### src/rtl/csr_exec_unit.sv
// Zicsr read-modify-write sequencer (IDLE -> EXEC -> RESP) in front of a CSR register file.
// Optional macro CSR_ILLEGAL_CHECK_EN adds address legality and read-only write checks.
module csr_exec_unit #(
  parameter int XLEN   = 64,
  parameter int ADDR_W = 12
) (
  input  logic              clk,
  input  logic              reset,
  input  logic              flush,
  input  logic              in_valid,
  output logic              in_ready,
  input  logic [2:0]        in_funct3,
  input  logic [ADDR_W-1:0] in_addr,
  input  logic [4:0]        in_rs1,
  input  logic [XLEN-1:0]   in_rs1_val,
  input  logic [4:0]        in_rd,
  output logic              out_valid,
  input  logic              out_ready,
  output logic [4:0]        out_rd,
  output logic [XLEN-1:0]   out_data,
  output logic              out_illegal,
  output logic [ADDR_W-1:0] csr_raddr,
  output logic              csr_ren,
  input  logic [XLEN-1:0]   csr_rdata,
  output logic [ADDR_W-1:0] csr_waddr,
  output logic              csr_wen,
  output logic [XLEN-1:0]   csr_wdata,
  output logic [1:0]        dbg_state
);

  // Handshakes: a transfer happens on a cycle where valid && ready at the rising edge;
  // in_ready depends only on state, and out_valid/out_rd/out_data hold until out_ready.
  typedef enum logic [1:0] {
    S_IDLE = 2'd0,
    S_EXEC = 2'd1,
    S_RESP = 2'd2
  } state_t;

  state_t state_q, state_d;

  logic [2:0]        f3_q;
  logic [ADDR_W-1:0] addr_q;
  logic [4:0]        rs1_q;
  logic [XLEN-1:0]   rs1_val_q;
  logic [4:0]        rd_q;
  logic [XLEN-1:0]   data_q;
  logic              illegal_q;

  logic              reserved, op_rw, op_rs, writes, illegal;
  logic [XLEN-1:0]   src, new_val;

  always_comb begin
    reserved = (f3_q[1:0] == 2'b00);
    op_rw    = (f3_q[1:0] == 2'b01);
    op_rs    = (f3_q[1:0] == 2'b10);
    src      = f3_q[2] ? {{(XLEN-5){1'b0}}, rs1_q} : rs1_val_q;
    // Set/clear with a zero source field are pure reads and must not touch the file.
    writes   = !reserved && (op_rw || (rs1_q != 5'd0));
    if (op_rw)      new_val = src;
    else if (op_rs) new_val = csr_rdata | src;
    else            new_val = csr_rdata & ~src;
  end

`ifdef CSR_ILLEGAL_CHECK_EN
  logic known_addr;

  always_comb begin
    case (addr_q)
      ADDR_W'(12'h300), ADDR_W'(12'h305), ADDR_W'(12'h344), ADDR_W'(12'h304),
      ADDR_W'(12'h340), ADDR_W'(12'h341), ADDR_W'(12'h342), ADDR_W'(12'h343),
      ADDR_W'(12'hB00), ADDR_W'(12'h180), ADDR_W'(12'hF14): known_addr = 1'b1;
      default: known_addr = 1'b0;
    endcase
  end

  // Top address bits 11 mark read-only CSRs; only an actual write is illegal there.
  assign illegal = reserved | ~known_addr | ((addr_q[ADDR_W-1 -: 2] == 2'b11) & writes);
`else
  assign illegal = reserved;
`endif

  always_comb begin
    state_d   = state_q;
    in_ready  = 1'b0;
    out_valid = 1'b0;
    csr_raddr = '0;
    csr_ren   = 1'b0;
    csr_waddr = '0;
    csr_wen   = 1'b0;
    csr_wdata = '0;
    case (state_q)
      S_IDLE: begin
        in_ready = 1'b1;
        if (!flush && in_valid) state_d = S_EXEC;
      end
      S_EXEC: begin
        csr_raddr = addr_q;
        csr_ren   = !(op_rw && (rd_q == 5'd0));
        if (!flush && !illegal && writes) begin
          csr_wen   = 1'b1;
          csr_waddr = addr_q;
          csr_wdata = new_val;
        end
        state_d = flush ? S_IDLE : S_RESP;
      end
      S_RESP: begin
        out_valid = 1'b1;
        if (flush || out_ready) state_d = S_IDLE;
      end
      default: state_d = S_IDLE;
    endcase
  end

  always_ff @(posedge clk) begin
    if (reset) begin
      state_q   <= S_IDLE;
      f3_q      <= '0;
      addr_q    <= '0;
      rs1_q     <= '0;
      rs1_val_q <= '0;
      rd_q      <= '0;
      data_q    <= '0;
      illegal_q <= 1'b0;
    end else begin
      state_q <= state_d;
      if (state_q == S_IDLE && in_valid && !flush) begin
        f3_q      <= in_funct3;
        addr_q    <= in_addr;
        rs1_q     <= in_rs1;
        rs1_val_q <= in_rs1_val;
        rd_q      <= in_rd;
      end
      if (state_q == S_EXEC && !flush) begin
        data_q    <= illegal ? '0 : csr_rdata;
        illegal_q <= illegal;
      end
    end
  end

  assign out_rd      = rd_q;
  assign out_data    = data_q;
  assign out_illegal = illegal_q;
  assign dbg_state   = state_q;

endmodule

### config.mk
export PLATFORM = sky130hd
export DESIGN_NAME = csr_exec_unit
export DESIGN_NICKNAME = d
export VERILOG_FILES = /design/src/rtl/csr_exec_unit.sv
export SDC_FILE = /design/constraint.sdc
export NUM_CORES = 1
export LEC_CHECK = 0
export BUFFER_PORTS_ARGS = -buffer_cell sky130_fd_sc_hd__clkbuf_2
export CORE_MARGIN = 2
export CORE_UTILIZATION = 30
export CTS_CLUSTER_DIAMETER = 120
export CTS_CLUSTER_SIZE = 14
export DETAILED_ROUTE_END_ITERATION = 8
export PLACE_DENSITY = 0.61
export SETUP_SLACK_MARGIN = 0.15
export SLEW_MARGIN = 10
export SYNTH_ARGS = -nofsm -noshare
export SYNTH_HDL_FRONTEND = slang
export SYNTH_SLANG_ARGS = --single-unit
### constraint.sdc
create_clock -name clk -period 4.4 [get_ports clk]
set_clock_uncertainty 0.15 [all_clocks]
set_input_delay 0.22 -clock clk [delete_from_list [all_inputs] [get_ports clk]]
set_output_delay 0.22 -clock clk [all_outputs]
set_load 0.005 [all_outputs]
# Word-level counts from Yosys, hierarchy flattened
# Cells that the tools add are included.
[word_totals]
ff_bits = 156
elab_cells = 53
out_inout_bits = 164
inputBits = 158
[op_classes]
n_eq_ne = 6
mux = 18
bitwise = 3
reduce_logical = 18
[op_table]
columns = ["op", "n"]
rows = [
  ["two-way mux 64 bit", 6],
  ["bitwise AND 64 bit", 1],
  ["NOT 64 bit", 1],
  ["OR 64 bit", 1],
  ["two-way mux 12 bit", 3],
  ["logical AND 1 bit", 8],
  ["two-way mux 2 bit", 3],
  ["case mux 2 bit (3 select lines)", 1],
  ["zero test 5 bit", 1],
  ["two-way mux 1 bit", 5],
  ["nonzero test 5 bit", 1],
  ["== test 2 x 1 -> 1 bit (second input constant)", 2],
  ["== test 2 bit (second input constant)", 2],
  ["zero test 2 bit", 2],
  ["inequality test 2 bit (second input constant)", 2],
  ["zero test 1 bit", 3],
  ["logical OR 1 bit", 2],
  ["AND reduction 2 bit", 1],
]

# Depth between registers and ports, before layout
[depth]
depth_word = 7
ltp_mapped = 5
depth_no_buf = 4

# Worst setup path after synthesis
# No wires, ideal clock.
[synth_timing]
kind = "register to output"
start = "reg f3_q[2]"
end = "out csr_wdata[0]"
slack_ps = 2602
path_stages_with_launch = 5
path_buffers = 1
arrival_ps = 1428
t_required_ps = 4030
cell_sequence = "dfxtp_1 -> buf_2 -> mux2_2 -> or3b_2 -> a21oi_1"
[synth_via]
elab_chain_len = 7
elab_cells_between_ends = 8
cone_classes = "mux: 5; bitwise: 3"
[synth_rtl]
columns = ["element", "line", "text"]
rows = [
  ["start: declaration", "41", "logic [2:0] f3_q;"],
  ["start signal: assignment", "127", "f3_q <= in_funct3;"],
  ["two-way mux 64 bit (*)", "56", "src = f3_q[2] ? {{(XLEN-5){1'b0}}, rs1_q} : rs1_val_q;"],
  ["NOT 64 bit", "61", "else new_val = csr_rdata & ~src;"],
  ["bitwise AND 64 bit", "61", ""],
  ["two-way mux 64 bit", "60", "else if (op_rs) new_val = csr_rdata | src;"],
  ["two-way mux 64 bit (*)", "59", "if (op_rw) new_val = src;"],
  ["two-way mux 64 bit (*)", "99", "if (!flush && !illegal && writes) begin"],
  ["two-way mux 64 bit (*)", "91", "case (state_q)"],
  ["end: declaration", "27", "output logic [XLEN-1:0] csr_wdata,"],
]
# Every way passes the cells marked *; elsewhere a longest branch is shown, timed or not.

# Worst setup path after layout
[layout_timing]
start = "reg rs1_q[4]"
end = "out csr_waddr[0]"
[layout_via]
elab_chain_len = 6
[layout_rtl]
columns = ["element", "line", "text"]
rows = [
  ["start: declaration", "43", "logic [4:0] rs1_q;"],
  ["start signal: assignment", "129", "rs1_q <= in_rs1;"],
  ["nonzero test 5 bit", "58", "writes = !reserved && (op_rw || (rs1_q != 5'd0));"],
  ["logical OR 1 bit", "58", ""],
  ["logical AND 1 bit", "58", ""],
  ["logical AND 1 bit", "99", ""],
  ["two-way mux 12 bit", "99", ""],
  ["two-way mux 12 bit", "91", ""],
  ["end: declaration", "25", "output logic [ADDR_W-1:0] csr_waddr,"],
]
# Every way passes these cells.

==> impl_metrics.ini <==
[floorplanning]
core_region_area_um2 = 22710
ioPinCount = 322
start_util = 0.3058
fp-row-count = 55
die_h_um = 156.2
dieArea_um2 = 24380
die_x_um = 156.2

[power]
p_int_mw = 2.698
p_leak_nw = 4.815
p_switching_uw = 837.6
combPwrFrac = 0.124
p_sw_frac = 0.2369
ir_drop_v = 0.0002273
seq_power_share = 0.420
power_density_nw_per_um2 = 324.4
clockPowerShare = 0.456

[clock_tree]
cts_tree = built
cts_max_path_buffers = 2
worstSkewPairLatency_ps = 420
clock-root-buffer = clkbuf_16
post_cts_buffers = 0
htreeDepth = 4
cts_sinks = 156
cts_buffers = 17
clk_pin_slew_ps = 60
postCtsResizedCells = 0

[timing]
finalSetupViolCount = 0
rsz0062_at_grt = no
worst_pin_slew_ps = 1051
final-max-slew-violation-count = 0
period_minus_slack_ps = 3195
final-hold-violation-count = 0
post-route-period-util = 0.7262
fmax_mhz = 313.0
fin_ws_ps = 1205
timing.setup.tns_ps = 0
slew_headroom = 0.2994

[global_routing]
antenna_found_initial = 0
grt_pass1_vias = 7474
grt_pass1_wl_um = 38990
track_usage = 0.2009
grt_max_degree = 94
grt_overflow = 0

[critical_path]
crit_arrival_ps = 2830
crit_path_max_fanout = 51
critPathCaptureType = output port
r2r_end = out_data[53]$_SDFFE_PP0P_
cpMaxStageDelayCell = buf_4
worst-path-buf-inv = 3
crit_path_start_kind = flop
critPathMaxStageDelay_ps = 560
required_ps = 4030
r2r_start = dbg_state[1]$_SDFFE_PP0P_
reg2reg_slack_ps = 2110
worstPathCellList = or4_1 -> o211ai_1 -> buf_4 -> inv_1 -> and2_1 -> clkbuf_2
path_delay_family = buffers and inverters
setup.worst_path.class = flop to output port
ff2ff_path_depth = 4

[synthesis]
synth_simple_gate_area_frac = 0.2949
avgSynthCellArea_um2 = 8.002
syn_area_um2 = 6945
synthArstFlopShare = 0
synth_top_family_by_area = simple AND/OR/NAND/NOR gates
synth_edf_count = 0
syn_inst = 868
synth_warnings = 0
synthFlopType = dfxtp_1
synth_seq_cells = 156
synth-xor-area-share = 0.002342
syn-num-nets = 1026
synth_cell_types = 30
synth_fa_ha_area_frac = 0
synthMuxAreaShare = 0.009548
ys_seq_area_frac = 0.4496
synth_compound_area_frac = 0.1956

[drt]
first_pass_iters = 4
antenna_left = 0
routed_wirelength_um = 25040
drc = 0
via_per_inst = 4.798
num_vias = 7667
drtIter0Drc = 473
wl_per_cell_um = 15.67

[finish]
n_antenna_cell = 0
final_cell_area_um2 = 10900
finalNonFillerCells = 1598
mostFrequentLayoutCells = clkbuf_2, nand2_1, dfxtp_1, dlygate4sd3_1, a21oi_1
layout_commonest_cell = clkbuf_2
drive_gt1_frac = 0.2887
syn2layout_area_growth_pct = 56.93
nNetsFinal = 1460

[placement]
dpl_cell_area_um2 = 8711
dpl.hpwl_um = 16380
portBuffers = 321
pre_cts_ws_ps = 1670
place.gp.congestion = 0.7825
dpl.cell_count = 1413

[hold_path]
hp-class = input port to flop
holdPathEnd = out_data[62]$_SDFFE_PP0P_
hp-start = reset
hold-path-cell-count = 3

[flow_run]
max-cap-violations = 0

[outcome]
run_status = finished clean
[worst max path at each step]
stage / start / endpoint / slack [ps] / depth (start not counted)
floorplan: f3_q[2]$_SDFFE_PP0P_ / csr_wdata[0] / 2600 / 4
detailed placement: f3_q[1]$_SDFFE_PP0P_ / csr_wdata[2] / 1670 / 5
finish: rs1_q[4]$_SDFFE_PP0P_ / csr_waddr[0] / 1200 / 6
global placement: f3_q[1]$_SDFFE_PP0P_ / csr_wdata[2] / 1740 / 5
global route: f3_q[1]$_SDFFE_PP0P_ / csr_wdata[2] / 1000 / 5
CTS: f3_q[1]$_SDFFE_PP0P_ / csr_wdata[2] / 1200 / 5
[per-stage QoR]
stage,power (mW),util,hold WS (ps)
finish,3.536,0.4799,190.7
CTS,3.586,0.4799,164.0
global route,3.688,0.4799,188.8
floorplan,1.693,-,149.3
detailed placement,1.841,0.3836,293.9
global placement,1.836,0.3836,292.4
[cell usage after synthesis (all sizes together), types with 2 or more instances]
| cell type | n | area share |
|---|---|---|
| or3b | 5 | 0.0063 |
| buf | 20 | 0.017 |
| nand3 | 58 | 0.042 |
| clkbuf | 51 | 0.028 |
| nand2b | 109 | 0.098 |
| nand2 | 184 | 0.099 |
| nor4b | 2 | 0.0047 |
| nor2b | 2 | 0.0018 |
| or2b | 9 | 0.0097 |
| dfxtp | 156 | 0.45 |
| mux2 | 5 | 0.0081 |
| a22o | 64 | 0.081 |
| a21oi | 153 | 0.11 |
| and2 | 24 | 0.022 |
| nor2 | 6 | 0.0032 |
| inv | 7 | 0.0038 |
| or4 | 2 | 0.0022 |
[layer usage]
metal,share of wire,GRT usage
met1,0.43,0.2463
met2,0.49,0.3479
met3,0.052,0.03944
met4,0.027,0.07645
met5,0,0
[sequential cells by signal, indices dropped and copies added (netlist names)]
register     cells
addr_q          12
dbg_state        2
f3_q             3
out_data        64
out_illegal      1
out_rd           5
rs1_q            5
rs1_val_q       64
[cells by family after synthesis]
family / count (synthesis)
xor gates and xnor gates: 1
AOI/OAI and AO/OA: 221
buffers and inverters: 78
muxes: 6
and+or+nand+nor: 406
DFF: 156
[power by group through the flow]
| stage | logic, mW | registers [mW] | clock network (mW) |
|---|---|---|---|
| 6_report | 0.438 | 1.48 | 1.61 |
| 2_1_floorplan | 0.188 | 1.51 | 0 |
| 3_3_place_gp | 0.321 | 1.51 | 0 |
| 3_5_place_dp | 0.326 | 1.52 | 0 |
| 5_1_grt | 0.483 | 1.49 | 1.72 |
| 4_1_cts | 0.439 | 1.48 | 1.66 |
[repair_timing]
item                                   4_1_cts  5_1_grt
hold buffers                               155        0
setup endpoints to repair                    0        0
endpoints found under the hold margin      154        0
[final cells by class]
cell class	instances	area (µm²)
Clock buffer	19	442.9
Clock inverter	11	193.9
Fill cell	2193	11810
Inverter	7	26.28
Multi-Input combinational cell	634	3520
Sequential cell	156	3124
Tap cell	285	356.6
Timing Repair Buffer	486	3236
[worst min-delay path: stages]
cell,delay (ps)
buf_4,100
nor2_4,150
a22o_1,230
(Power assumes the default switching activity.)
